**src/rtl/video_stream_monitor.sv**
```systemverilog
// Pixel-bus timing monitor: measures active/total frame geometry, counts frames and flags
// line-length and frame-size violations. Define VIDEO_MON_CRC_EN to add a per-frame CRC-16 output.
module video_stream_monitor #(
    parameter int unsigned LANES  = 2,
    parameter int unsigned DW     = 8,
    parameter int unsigned CNT_W  = 12,
    parameter bit          VS_POL = 1'b1,
    parameter bit          HS_POL = 1'b1,
    parameter int unsigned EXP_W  = 0,
    parameter int unsigned EXP_H  = 0
) (
    input  logic                    pclk_i,
    input  logic                    rst_i,
    input  logic                    en_i,
    input  logic                    clr_i,
    input  logic                    vs_i,
    input  logic                    hs_i,
    input  logic                    de_i,
    input  logic [LANES*3*DW-1:0]   data_i,
    output logic [15:0]             frame_cnt_o,
    output logic [CNT_W-1:0]        h_active_o,
    output logic [CNT_W-1:0]        v_active_o,
    output logic [CNT_W-1:0]        h_total_o,
    output logic [CNT_W-1:0]        v_total_o,
    output logic                    meas_valid_o,
    output logic                    err_line_o,
    output logic                    err_size_o
`ifdef VIDEO_MON_CRC_EN
    ,
    output logic [15:0]             crc_o
`endif
);

    localparam int unsigned DATA_W = LANES * 3 * DW;
    localparam logic [CNT_W-1:0] ONE      = CNT_W'(1);
    localparam logic [CNT_W-1:0] STEP_PIX = CNT_W'(LANES);
    localparam bit CHK_W = (EXP_W != 0);
    localparam bit CHK_H = (EXP_H != 0);

    typedef enum logic [1:0] {IDLE, ALIGN, MEAS} state_t;

    function automatic logic [CNT_W-1:0] sat_add(input logic [CNT_W-1:0] a,
                                                 input logic [CNT_W-1:0] b);
        logic [CNT_W:0] s;
        s = {1'b0, a} + {1'b0, b};
        return s[CNT_W] ? {CNT_W{1'b1}} : s[CNT_W-1:0];
    endfunction

    state_t            state;
    logic              vs_d, hs_d, de_d;
    logic [CNT_W-1:0]  h_cnt, h_last, v_tot, v_act, len, ref_len;
    logic              ref_valid, split;

    // Normalised syncs and one-stage edge detection
    logic vs_n, hs_n, fs, hs_edge, de_rise, de_fall;
    assign vs_n    = vs_i ~^ VS_POL;
    assign hs_n    = hs_i ~^ HS_POL;
    assign fs      = vs_n & ~vs_d;
    assign hs_edge = hs_n & ~hs_d;
    assign de_rise = de_i & ~de_d;
    assign de_fall = ~de_i & de_d;

    logic run, meas, latch, line_end, line_bad, size_bad;
    logic [CNT_W-1:0] h_act_new, h_tot_new;
    assign run       = en_i & (state != IDLE);
    assign meas      = en_i & (state == MEAS);
    assign latch     = meas & fs;
    // Bursts cut by a frame start are neither a reference nor compared
    assign line_end  = de_fall & ~split;
    assign line_bad  = line_end & ref_valid & (len != ref_len);
    assign h_act_new = ref_valid ? ref_len : (line_end ? len : '0);
    assign h_tot_new = hs_edge ? h_cnt : h_last;
    assign size_bad  = (CHK_W && (h_act_new != CNT_W'(EXP_W))) ||
                       (CHK_H && (v_act != CNT_W'(EXP_H)));

    always_ff @(posedge pclk_i or posedge rst_i) begin
        if (rst_i) begin
            vs_d <= 1'b0;
            hs_d <= 1'b0;
            de_d <= 1'b0;
        end else begin
            vs_d <= vs_n;
            hs_d <= hs_n;
            de_d <= de_i;
        end
    end

    // Control FSM and registered results
    always_ff @(posedge pclk_i or posedge rst_i) begin
        if (rst_i) begin
            state        <= IDLE;
            frame_cnt_o  <= '0;
            h_active_o   <= '0;
            v_active_o   <= '0;
            h_total_o    <= '0;
            v_total_o    <= '0;
            meas_valid_o <= 1'b0;
            err_line_o   <= 1'b0;
            err_size_o   <= 1'b0;
        end else begin
            meas_valid_o <= latch;
            case (state)
                IDLE:    if (en_i) state <= ALIGN;
                ALIGN:   if (!en_i) state <= IDLE;
                         else if (fs) state <= MEAS;
                MEAS:    if (!en_i) state <= IDLE;
                default: state <= IDLE;
            endcase

            if (latch) begin
                h_active_o  <= h_act_new;
                v_active_o  <= v_act;
                h_total_o   <= h_tot_new;
                v_total_o   <= v_tot;
                frame_cnt_o <= clr_i ? 16'd1 : frame_cnt_o + 16'd1;
            end else if (clr_i) begin
                frame_cnt_o <= '0;
            end

            if (meas && line_bad) err_line_o <= 1'b1;
            else if (clr_i)       err_line_o <= 1'b0;

            if (latch && size_bad) err_size_o <= 1'b1;
            else if (clr_i)        err_size_o <= 1'b0;
        end
    end

    // Per-frame measurement counters; events on the fs cycle belong to the new frame
    always_ff @(posedge pclk_i or posedge rst_i) begin
        if (rst_i) begin
            h_cnt     <= '0;
            h_last    <= '0;
            v_tot     <= '0;
            v_act     <= '0;
            len       <= '0;
            ref_len   <= '0;
            ref_valid <= 1'b0;
            split     <= 1'b0;
        end else if (run) begin
            h_cnt <= hs_edge ? ONE : sat_add(h_cnt, ONE);
            if (hs_edge) h_last <= h_cnt;
            if (de_i) len <= (de_d && !fs) ? sat_add(len, STEP_PIX) : STEP_PIX;

            if (fs) begin
                v_tot     <= hs_edge ? ONE : '0;
                v_act     <= de_i ? ONE : '0;
                ref_valid <= 1'b0;
                split     <= de_i & de_d;
            end else begin
                if (hs_edge) v_tot <= sat_add(v_tot, ONE);
                if (de_rise) begin
                    v_act <= sat_add(v_act, ONE);
                    split <= 1'b0;
                end
                if (line_end && !ref_valid) begin
                    ref_valid <= 1'b1;
                    ref_len   <= len;
                end
            end
        end
    end

`ifdef VIDEO_MON_CRC_EN
    // CRC-16/CCITT, whole bus word per de cycle, MSB first
    function automatic logic [15:0] crc_step(input logic [15:0] c_in,
                                             input logic [DATA_W-1:0] d);
        logic [15:0] c;
        logic        fb;
        c = c_in;
        for (int i = DATA_W - 1; i >= 0; i--) begin
            fb = c[15] ^ d[i];
            c  = {c[14:0], 1'b0} ^ (fb ? 16'h1021 : 16'h0000);
        end
        return c;
    endfunction

    logic [15:0] crc;

    always_ff @(posedge pclk_i or posedge rst_i) begin
        if (rst_i) begin
            crc   <= 16'hFFFF;
            crc_o <= '0;
        end else begin
            if (run) begin
                if (fs)        crc <= de_i ? crc_step(16'hFFFF, data_i) : 16'hFFFF;
                else if (de_i) crc <= crc_step(crc, data_i);
            end
            if (latch) crc_o <= crc;
        end
    end
`else
    logic unused_data;
    assign unused_data = ^data_i;
`endif

endmodule

```
**config.mk**
```make
export PLATFORM = sky130hd
export DESIGN_NAME = video_stream_monitor
export DESIGN_NICKNAME = d
export VERILOG_FILES = /design/src/rtl/video_stream_monitor.sv
export SDC_FILE = /design/constraint.sdc
export NUM_CORES = 1
export LEC_CHECK = 0
export CAP_MARGIN = 20
export CORE_MARGIN = 5
export CORE_UTILIZATION = 50
export CTS_CLUSTER_SIZE = 30
export DETAILED_ROUTE_END_ITERATION = 12
export GPL_TIMING_DRIVEN = 0
export PLACE_DENSITY = 0.82
export SLEW_MARGIN = 20
export SYNTH_ARGS = -nofsm -noshare
export SYNTH_HDL_FRONTEND = slang
export SYNTH_SLANG_ARGS = --single-unit
```
**constraint.sdc**
```tcl
create_clock -name pclk_i -period 6.1 [get_ports pclk_i]
set_input_delay 1.83 -clock pclk_i [delete_from_list [all_inputs] [get_ports pclk_i]]
set_output_delay 1.83 -clock pclk_i [all_outputs]
set_load 0.1 [all_outputs]
```
==> results.py, run 1 <==
metrics = {
    "worst_setup_path": {
        "endpoint_kind": "primary output",
        "worst-path-stages": 1,
        "cp-start-kind": "flip-flop",
        "cp_slowest_cell": "clkdlybuf4s50_1",
        "worstRegToRegCells": 8,
        "cpLargestDelayFamily": "buffers and inverters",
        "worst-setup-path-type": "flip-flop to primary output",
        "cp_slowest_stage_delay_ps": 1170,
        "crit_path_max_fanout": 6,
        "crit_required_ps": 4270,
        "crit_chain": "clkdlybuf4s50_1",
        "critPathBufInv": 1,
        "cp.arrival_ps": 2030,
    },
    "placed_design": {
        "dpl.hpwl_um": 11000,
        "port_buffers": 70,
        "place_congestion": 0.885,
    },
    "pwr": {
        "cellPowerDensity_nw_per_um2": 334,
        "leakagePower_uw": 0.00369,
        "switchingPower_uw": 893,
        "combPwrFrac_pct": 20.3,
        "p_sw_share_pct": 31.4,
        "pwr-share-seq_pct": 39.2,
        "internal_power_uw": 1950,
        "p_clk_share_pct": 40.5,
        "ir_drop_v": 0.000202,
    },
    "hold_path": {
        "hp-class": "flip-flop to flip-flop",
        "hold_depth": 2,
    },
    "clocking": {
        "postCtsSetupRepairBufs": 0,
        "clockBufferDepth": 2,
        "clk_pin_slew_worst_paths_ps": 60,
        "htreeDepth": 4,
        "postCtsHoldBufs": 0,
        "cts_resized": 0,
        "numCtsBuffers": 17,
        "clock_latency_ps": 420,
        "clock_sinks": 145,
        "cts_tree": "yes",
        "clockRootBuffer": "clkbuf_16",
    },
    "global_route": {
        "grt_pass1_vias": 5561,
        "grt_max_degree": 80,
        "grt_antenna_before_repair": 0,
        "grt_use_total_pct": 20.3,
        "grt_first_pass_wirelength_um": 27100,
        "overflow": 0,
    },
    "drt": {
        "post-route-drc-count": 0,
        "drt-total-wl_um": 16300,
        "wire_per_inst_um": 16.3,
        "ant_nets": 0,
        "vias_per_cell": 5.80,
        "vias": 5829,
        "drt_iter0_markers": 517,
        "first_pass_iters": 5,
    },
    "yosys": {
        "synth-async-reset-ratio_pct": 100,
        "ys_warn_count": 0,
        "synth_top_family_by_area": "simple AND/OR/NAND/NOR gates",
        "synth_xor_xnor_area_share_pct": 2.41,
        "yosys-mux-area-fraction_pct": 4.66,
        "synthSimpleGateAreaFrac_pct": 21.3,
        "synthAdderAreaFrac_pct": 0.907,
        "synthCells": 723,
        "synth_edf_count": 0,
        "synth.distinct_cells": 59,
        "synth-compound-area-share_pct": 14.4,
        "netlist_area_um2": 6900,
        "ys_dominant_reg_cell": "dfrtp_1",
        "synth.net_count": 783,
        "ys_ff_latch": 145,
        "avgSynthCellArea_um2": 9.54,
        "yosysSeqAreaShare_pct": 52.6,
    },
    "timing": {
        "post-route-period-util_pct": 63.3,
        "hold_viol": 0,
        "finalSetupTns_ps": 0,
        "setup_viol": 0,
        "rsz0062_at_grt": "no",
        "drv_slew": 0,
        "fmax_ghz": 0.259,
        "tightest_slew_ps": 995,
        "period_needed_ps": 3860,
        "fin_skew_ps": 8.60,
        "maxSlewHeadroom_pct": 33.4,
    },
    "final_layout": {
        "final_common_cell": "dfrtp_1",
        "diodes": 0,
        "multi_input_area_um2": 3010,
        "drive_gt1_share_pct": 10.1,
        "seqCellArea_um2": 3630,
        "final_nets": 873,
        "nFillCells": 1104,
        "final_cell_mix": "145 x dfrtp_1, 116 x nand2_1, 71 x nor2_1, 70 x clkdlybuf4s50_1, 38 x a21oi_1",
        "area_growth_pct": 23.4,
        "final_util_pct": 62.0,
    },
    "flow_run": {
        "maxCapViolations": 0,
    },
    "die": {
        "fp.dieH_um": 127,
        "ios": 122,
        "core_area_um2": 13700,
        "die_area_um2": 16200,
        "rows": 43,
        "start_util_pct": 50.3,
        "die_w_um": 127,
    },
    "status": {
        "status": "finished clean",
    },
}
[power groups by stage]
stage                     registers (uW)  clock network [uW]  logic [uW]
final                               1120                1150         578
after global routing                1130                1210         616
after CTS                           1120                1160         580
after detailed placement            1130                   0         578
after global placement              1130                   0         565
after floorplan                     1380                   0         182
[per-layer routing]
layer  track usage [%]  vias to the layer above  wire length (um)
li1                  -                     2771                 -
met1              27.8                     2837              7420
met2              31.7                      177              7570
met3              3.64                       44               805
met4              9.21                        0               548
met5                 0                        -                 0
[synth_stat cells (2+ instances only)]
master,number,area (um2)
dfrtp_1,145,3630
nand2_1,116,435
nor2_1,71,267
a21oi_1,38,190
o21ai_0,37,185
clkbuf_1,29,109
nand3_1,29,145
a31oi_1,26,163
mux2_2,25,282
nand4_1,18,113
nor3_1,15,75.1
buf_2,13,65.1
inv_1,13,48.8
xnor2_1,13,114
a221oi_1,12,105
and4_1,9,78.8
nor4_1,8,50.1
and3_1,7,43.8
or3_1,7,43.8
a22o_1,6,52.6
nor2b_1,6,37.5
o22ai_1,6,37.5
xor2_1,6,52.6
ha_1,5,62.6
nand2b_1,5,31.3
or4_1,5,37.5
a311oi_1,4,35.0
a31o_2,4,35.0
mux2i_1,4,40.0
and2_1,3,18.8
a211oi_1,2,15.0
a21bo_2,2,20.0
a41oi_1,2,17.5
and3b_1,2,17.5
clkbuf_2,2,10.0
o21ai_1,2,10.0
o22a_1,2,17.5
o2bb2ai_1,2,17.5
o31ai_1,2,15.0
[flip-flops by register name, indices dropped and copies added, names as in the netlist]
register      flops
h_cnt            12
hs_d              1
frame_cnt_o      16
ref_valid         1
v_tot            12
ref_len          12
h_total_o        12
len              12
err_line_o        1
de_d              1
h_active_o       12
meas_valid_o      1
v_act            12
v_total_o        12
vs_d              1
h_last           12
state             2
v_active_o       12
split             1
[stage by stage]
step	instances	hold slack (ps)	power (uW)	setup WS (ps)	area [um2]
finish	1005	474	2850	2240	8510
global route	1005	497	2950	2030	8510
CTS	1005	477	2860	2220	8510
detailed placement	974	462	1710	1880	7860
global placement	973	463	1690	-1530	7820
floorplan	723	481	1560	375	6900
[path summary, 6_finish.rpt]
path | to | start | slack [ps]
min | v_active_o[1] | v_active_o[1] | 470
max | frame_cnt_o[3] | frame_cnt_o[3] | 2240
max in group asynchronous | v_active_o[4] | rst_i | 3520
min reg2reg | v_active_o[1] | v_active_o[1] | 470
max reg2reg | v_total_o[2] | vs_d | 3860
min in group asynchronous | h_total_o[7] | rst_i | 1850
[area by class of cell]
| cell class | instances | area share [%] |
|---|---|---|
| well taps | 180 | 2.65 |
| repair buffers | 71 | 8.56 |
| multi-input cells | 518 | 35.4 |
| flip-flops and latches | 145 | 42.6 |
| clock inverters | 10 | 2.13 |
| clock buffers | 21 | 5.53 |
| plain buffers | 47 | 2.43 |
| inverters | 13 | 0.662 |
[cells by family after synthesis]
kind of cell             after synthesis
XOR/XNOR                              19
AO/OA/AOI/OAI                        156
AND/OR/NAND/NOR                      308
adder cells (fa/ha/maj)                5
flip-flops                           145
other                                  1
buffers and inverters                 60
multiplexers                          29
(Power assumes the default switching activity.)
==> inputs of run 2 (changes only) <==
==> constraint.sdc (replaced) <==
create_clock -name pclk_i -period 3.7 [get_ports pclk_i]
set_input_delay 1.11 -clock pclk_i [delete_from_list [all_inputs] [get_ports pclk_i]]
set_output_delay 1.11 -clock pclk_i [all_outputs]
set_load 0.1 [all_outputs]
==> run 2 against run 1 <==
Register-to-register slack got worse by 2500 ps. Largest cell class unchanged. Routed wire length rose by 3.7%. Setup slack got worse by 1700 ps. Flip-flop and latch count did not move. Critical endpoint is now v_total_o[2]. Cell area rose by 0.65%. Clock power rose by 62%. Largest power group unchanged. First-iteration DRC count rose by 15%. Via count rose by 2.0%.
==> results.py, run 2 (synthesis gave the netlist of run 1 again) <==
metrics = {
    "final_layout": {
        "final_nets": 877,
        "largest_reg_flops": 16,
        "diodes": 0,
        "final_common_cell": "dfrtp_1",
        "area_growth_pct": 24.2,
        "final_area_um2": 8570,
        "top_register": "frame_cnt_o",
        "drive_gt1_share_pct": 10.4,
        "final_util_pct": 62.4,
        "final_cell_mix": "145 x dfrtp_1, 116 x nand2_1, 71 x nor2_1, 70 x clkdlybuf4s50_1, 38 x a21oi_1",
        "final_cell_count_no_fill": 1008,
    },
    "timing": {
        "tightest_slew_ps": 987,
        "maxSlewHeadroom_pct": 34.0,
        "setup_viol": 0,
        "rsz0062_at_grt": "no",
        "fin_skew_ps": 6.95,
        "drv_slew": 0,
        "post-route-period-util_pct": 86.5,
        "hold_viol": 0,
        "period_needed_ps": 3200,
        "fmax_ghz": 0.313,
    },
    "drt": {
        "vias": 5947,
        "post-route-drc-count": 0,
        "vias_per_cell": 5.90,
        "drt_iter0_markers": 594,
        "ant_nets": 0,
        "drt-total-wl_um": 16900,
        "wire_per_inst_um": 16.8,
        "first_pass_iters": 6,
    },
    "worst_setup_path": {
        "crit_required_ps": 4050,
        "cp.arrival_ps": 3550,
        "cp_slowest_stage_delay_ps": 540,
        "cp-start-kind": "primary input",
        "cpLargestDelayFamily": "buffers and inverters",
        "cp_slowest_cell": "clkdlybuf4s50_1",
        "crit_path_max_fanout": 10,
        "endpoint_kind": "flip-flop",
        "worst-setup-path-type": "primary input to flip-flop",
        "crit_chain": "clkdlybuf4s50_1 -> nor2b_1 -> clkbuf_1 -> nand2_1 -> inv_1 -> buf_2 -> buf_2 -> nand2_1 -> nand2_1",
        "crit_top_cell": "nand2_1",
        "critPathBufInv": 5,
    },
    "clocking": {
        "clk_pin_slew_worst_paths_ps": 60,
        "clockRootBuffer": "clkbuf_16",
        "htreeDepth": 4,
        "postCtsHoldBufs": 0,
        "clock_sinks": 145,
        "clockBufferDepth": 2,
        "clock_latency_ps": 420,
        "numCtsBuffers": 17,
        "cts_tree": "yes",
        "cts_resized": 0,
        "postCtsSetupRepairBufs": 0,
    },
    "placed_design": {
        "port_buffers": 70,
        "dpl_cell_area_um2": 7940,
        "place_congestion": 0.887,
        "dp_cells": 978,
        "dpl.hpwl_um": 11800,
    },
    "global_route": {
        "overflow": 0,
        "grt_first_pass_wirelength_um": 28300,
        "grt_use_total_pct": 21.3,
        "grt_pass1_vias": 5637,
        "grt_antenna_before_repair": 0,
        "grt_max_degree": 34,
    },
    "die": {
        "die_area_um2": 16200,
        "ios": 122,
        "start_util_pct": 50.3,
        "core_area_um2": 13700,
        "fp.dieH_um": 127,
        "die_w_um": 127,
        "rows": 43,
    },
    "pwr": {
        "cellPowerDensity_nw_per_um2": 544,
        "leakagePower_uw": 0.00372,
        "ir_drop_v": 0.000392,
    },
    "status": {
        "status": "finished clean",
    },
    "flow_run": {
        "maxCapViolations": 0,
    },
    "hold_path": {
        "hp-class": "flip-flop to flip-flop",
    },
}
[run 2: worst register-to-register path: stages, from the launching register on]
cell and delay (ps):
dfrtp_1 400, nor2b_1 140, clkbuf_1 380, nand2_1 380, inv_1 170, buf_2 250, buf_2 300, nand2_1 140
nand2_1 90
[run 2: where the power goes]
group          total, uW  internal [uW]  switching [uW]
registers           1840           1720             117
logic                962            258             704
clock network       1860           1200             652
[run 2: worst paths after layout]
kind                          startpoint        endpoint  slack [ps]  depth (start not counted)
min reg2reg                v_active_o[4]   v_active_o[4]         480                          2
max                                 vs_i    v_total_o[2]         500                          9
max reg2reg                         vs_d    v_total_o[2]        1380                          8
min                        v_active_o[4]   v_active_o[4]         480                          2
max in group asynchronous          rst_i        v_act[7]        2030                          4
min in group asynchronous          rst_i  frame_cnt_o[9]         990                          2
[run 2: area by class of cell]
type                       instances  area [um2]
timing repair buffer              75         808
sequential                       145        3630
inverter                          13        52.6
multi-input combinational        518        3010
tap                              180         225
fill                            1103        5150
clock buffer                      19         443
buffer                            47         206
clock inverter                    11         188
[run 2: per-layer routing]
| layer | up-vias | routed length, um | global-route usage, % |
|---|---|---|---|
| met5 | - | 0 | 0 |
| met4 | 0 | 368 | 7.70 |
| met3 | 42 | 960 | 4.52 |
| met2 | 202 | 8270 | 34.3 |
| met1 | 2912 | 7340 | 28.7 |
| li1 | 2791 | - | - |
[run 2: through the flow]
step           setup TNS (ps)  worst slack (ps)  total power (uW)  hold slack [ps]
6_report                    0               501              4660              475
2_1_floorplan               0               771              2570              481
3_3_place_gp           -63960              -447              2790              461
4_1_cts                     0               499              4680              482
5_1_grt                     0               326              4820              495
3_5_place_dp                0               195              2830              467
==> inputs of run 3 (changes only) <==
--- a/config.mk
+++ b/config.mk
@@ -6,10 +6,11 @@
 export NUM_CORES = 1
 export LEC_CHECK = 0
 export CAP_MARGIN = 20
-export CORE_MARGIN = 5
+export CORE_MARGIN = 2
 export CORE_UTILIZATION = 50
 export CTS_CLUSTER_SIZE = 30
 export DETAILED_ROUTE_END_ITERATION = 12
+export GPL_ROUTABILITY_DRIVEN = 0
 export GPL_TIMING_DRIVEN = 0
 export PLACE_DENSITY = 0.82
 export SLEW_MARGIN = 20
==> run 3 against run 2 <==
Clock power decreased by 12%. Non-clock buffer count decreased by 1. Sequential share of layout area increased by 0.48 points. Maximum frequency increased by 1.3%. Critical path depth decreased by 8. First-iteration DRC count increased by 15%. Total power decreased by 4.6%. Cell area decreased by 1.1%. Critical path type is now flip-flop to primary output. Critical endpoint is now frame_cnt_o[11]. Highest routed layer unchanged.
==> results.py, run 3 (synthesis gave the netlist of run 1 again) <==
metrics = {
    "die": {
        "rows": 42,
        "core_area_um2": 13300,
        "die_area_um2": 14800,
        "fp.dieH_um": 121,
        "die_w_um": 121,
        "start_util_pct": 51.7,
        "ios": 122,
    },
    "global_route": {
        "grt_first_pass_wirelength_um": 27900,
        "overflow": 0,
        "grt_use_total_pct": 24.0,
        "grt_antenna_before_repair": 0,
        "grt_pass1_vias": 5581,
        "grt_max_degree": 35,
    },
    "worst_setup_path": {
        "cp.arrival_ps": 2050,
        "crit_chain": "clkdlybuf4s50_1",
        "worst-path-stages": 1,
        "worst-setup-path-type": "flip-flop to primary output",
        "crit_path_max_fanout": 7,
        "ff2ff_setup_slack_ps": 1440,
        "crit_required_ps": 2590,
        "cp_slowest_stage_delay_ps": 1170,
        "critPathBufInv": 1,
        "cpLargestDelayFamily": "buffers and inverters",
        "cp_slowest_cell": "clkdlybuf4s50_1",
        "worstRegToRegCells": 8,
        "endpoint_kind": "primary output",
        "cp-start-kind": "flip-flop",
    },
    "timing": {
        "post-route-period-util_pct": 85.3,
        "fmax_ghz": 0.317,
        "setup_viol": 0,
        "hold_viol": 0,
        "period_needed_ps": 3160,
        "tightest_slew_ps": 996,
        "rsz0062_at_grt": "no",
        "maxSlewHeadroom_pct": 33.4,
        "holdWs_ps": 479,
        "drv_slew": 0,
        "fin_skew_ps": 5.15,
    },
    "final_layout": {
        "final_common_cell": "dfrtp_1",
        "area_growth_pct": 22.8,
        "final_cell_mix": "145 x dfrtp_1, 116 x nand2_1, 71 x nor2_1, 70 x clkdlybuf4s50_1, 38 x a21oi_1",
        "largest_reg_flops": 16,
        "final_nets": 876,
        "top_register": "frame_cnt_o",
        "seqCellArea_um2": 3630,
        "drive_gt1_share_pct": 10.5,
        "nFillCells": 1093,
        "multi_input_area_um2": 3010,
        "final_util_pct": 63.5,
        "diodes": 0,
    },
    "drt": {
        "vias": 5837,
        "drt_iter0_markers": 683,
        "vias_per_cell": 5.81,
        "wire_per_inst_um": 16.3,
        "ant_nets": 0,
        "drt-total-wl_um": 16400,
        "post-route-drc-count": 0,
        "first_pass_iters": 5,
    },
    "hold_path": {
        "hold_depth": 2,
        "hp-class": "flip-flop to flip-flop",
    },
    "clocking": {
        "clk_pin_slew_worst_paths_ps": 60,
        "htreeDepth": 4,
        "cts_resized": 0,
        "clockRootBuffer": "clkbuf_16",
        "postCtsSetupRepairBufs": 0,
        "postCtsHoldBufs": 0,
        "numCtsBuffers": 17,
        "clock_latency_ps": 430,
        "clockBufferDepth": 2,
        "clock_sinks": 145,
        "cts_tree": "yes",
    },
    "pwr": {
        "ir_drop_v": 0.000369,
        "leakagePower_uw": 0.00367,
        "cellPowerDensity_nw_per_um2": 525,
        "total_power_uw": 4450,
    },
    "status": {
        "status": "finished clean",
    },
    "placed_design": {
        "port_buffers": 70,
        "dpl.hpwl_um": 11200,
    },
    "flow_run": {
        "maxCapViolations": 0,
    },
}
[run 3: changes by cell type in the layout (fill, tap and decap cells not counted)]
cell and change:
buf_16 -1, bufinv_16 -4, clkbuf_8 +3, clkinv_2 +2, clkinv_4 -1, clkinvlp_4 +2
[run 3: final timing paths]
path / start / end
worst max-delay path: frame_cnt_o[11] / frame_cnt_o[11]
worst min-delay path: v_total_o[4] / v_total_o[4]
worst max register to register: vs_d / v_total_o[2]
worst min register to register: v_total_o[4] / v_total_o[4]
max in group asynchronous: rst_i / len[3]
min in group asynchronous: rst_i / frame_cnt_o[7]
[run 3: stage by stage]
| step | area (um2) | setup slack (ps) | setup TNS [ps] | cells |
|---|---|---|---|---|
| final | 8470 | 543 | 0 | 1005 |
| after global routing | 8470 | 399 | 0 | 1005 |
| after CTS | 8470 | 529 | 0 | 1005 |
| after detailed placement | 7900 | 223 | 0 | 973 |
| after global placement | 7820 | -457 | -65060 | 969 |
| after floorplan | 6900 | 771 | 0 | 723 |
[run 3: layout make-up]
class	count	share of cell area [%]
inverter	13	0.620
clock inverter	10	0.990
multi-input combinational	518	35.6
buffer	47	2.44
timing repair buffer	74	9.22
clock buffer	22	5.72
tap	176	2.60
sequential	145	42.8
[run 3: metal layers]
metal  share of wire [%]  GRT usage (%)  vias to the layer above
li1                    -              -                     2779
met1                  45           32.3                     2846
met2                  48           38.1                      185
met3                 4.7           5.22                       27
met4                 1.7           9.34                        0
met5                   0              0                        -
[run 3: where the power goes]
part	switching, uW	total (uW)	internal (uW)
combinational	703	959	255
clock	654	1640	988
sequential	121	1850	1720
total	1480	4450	2970
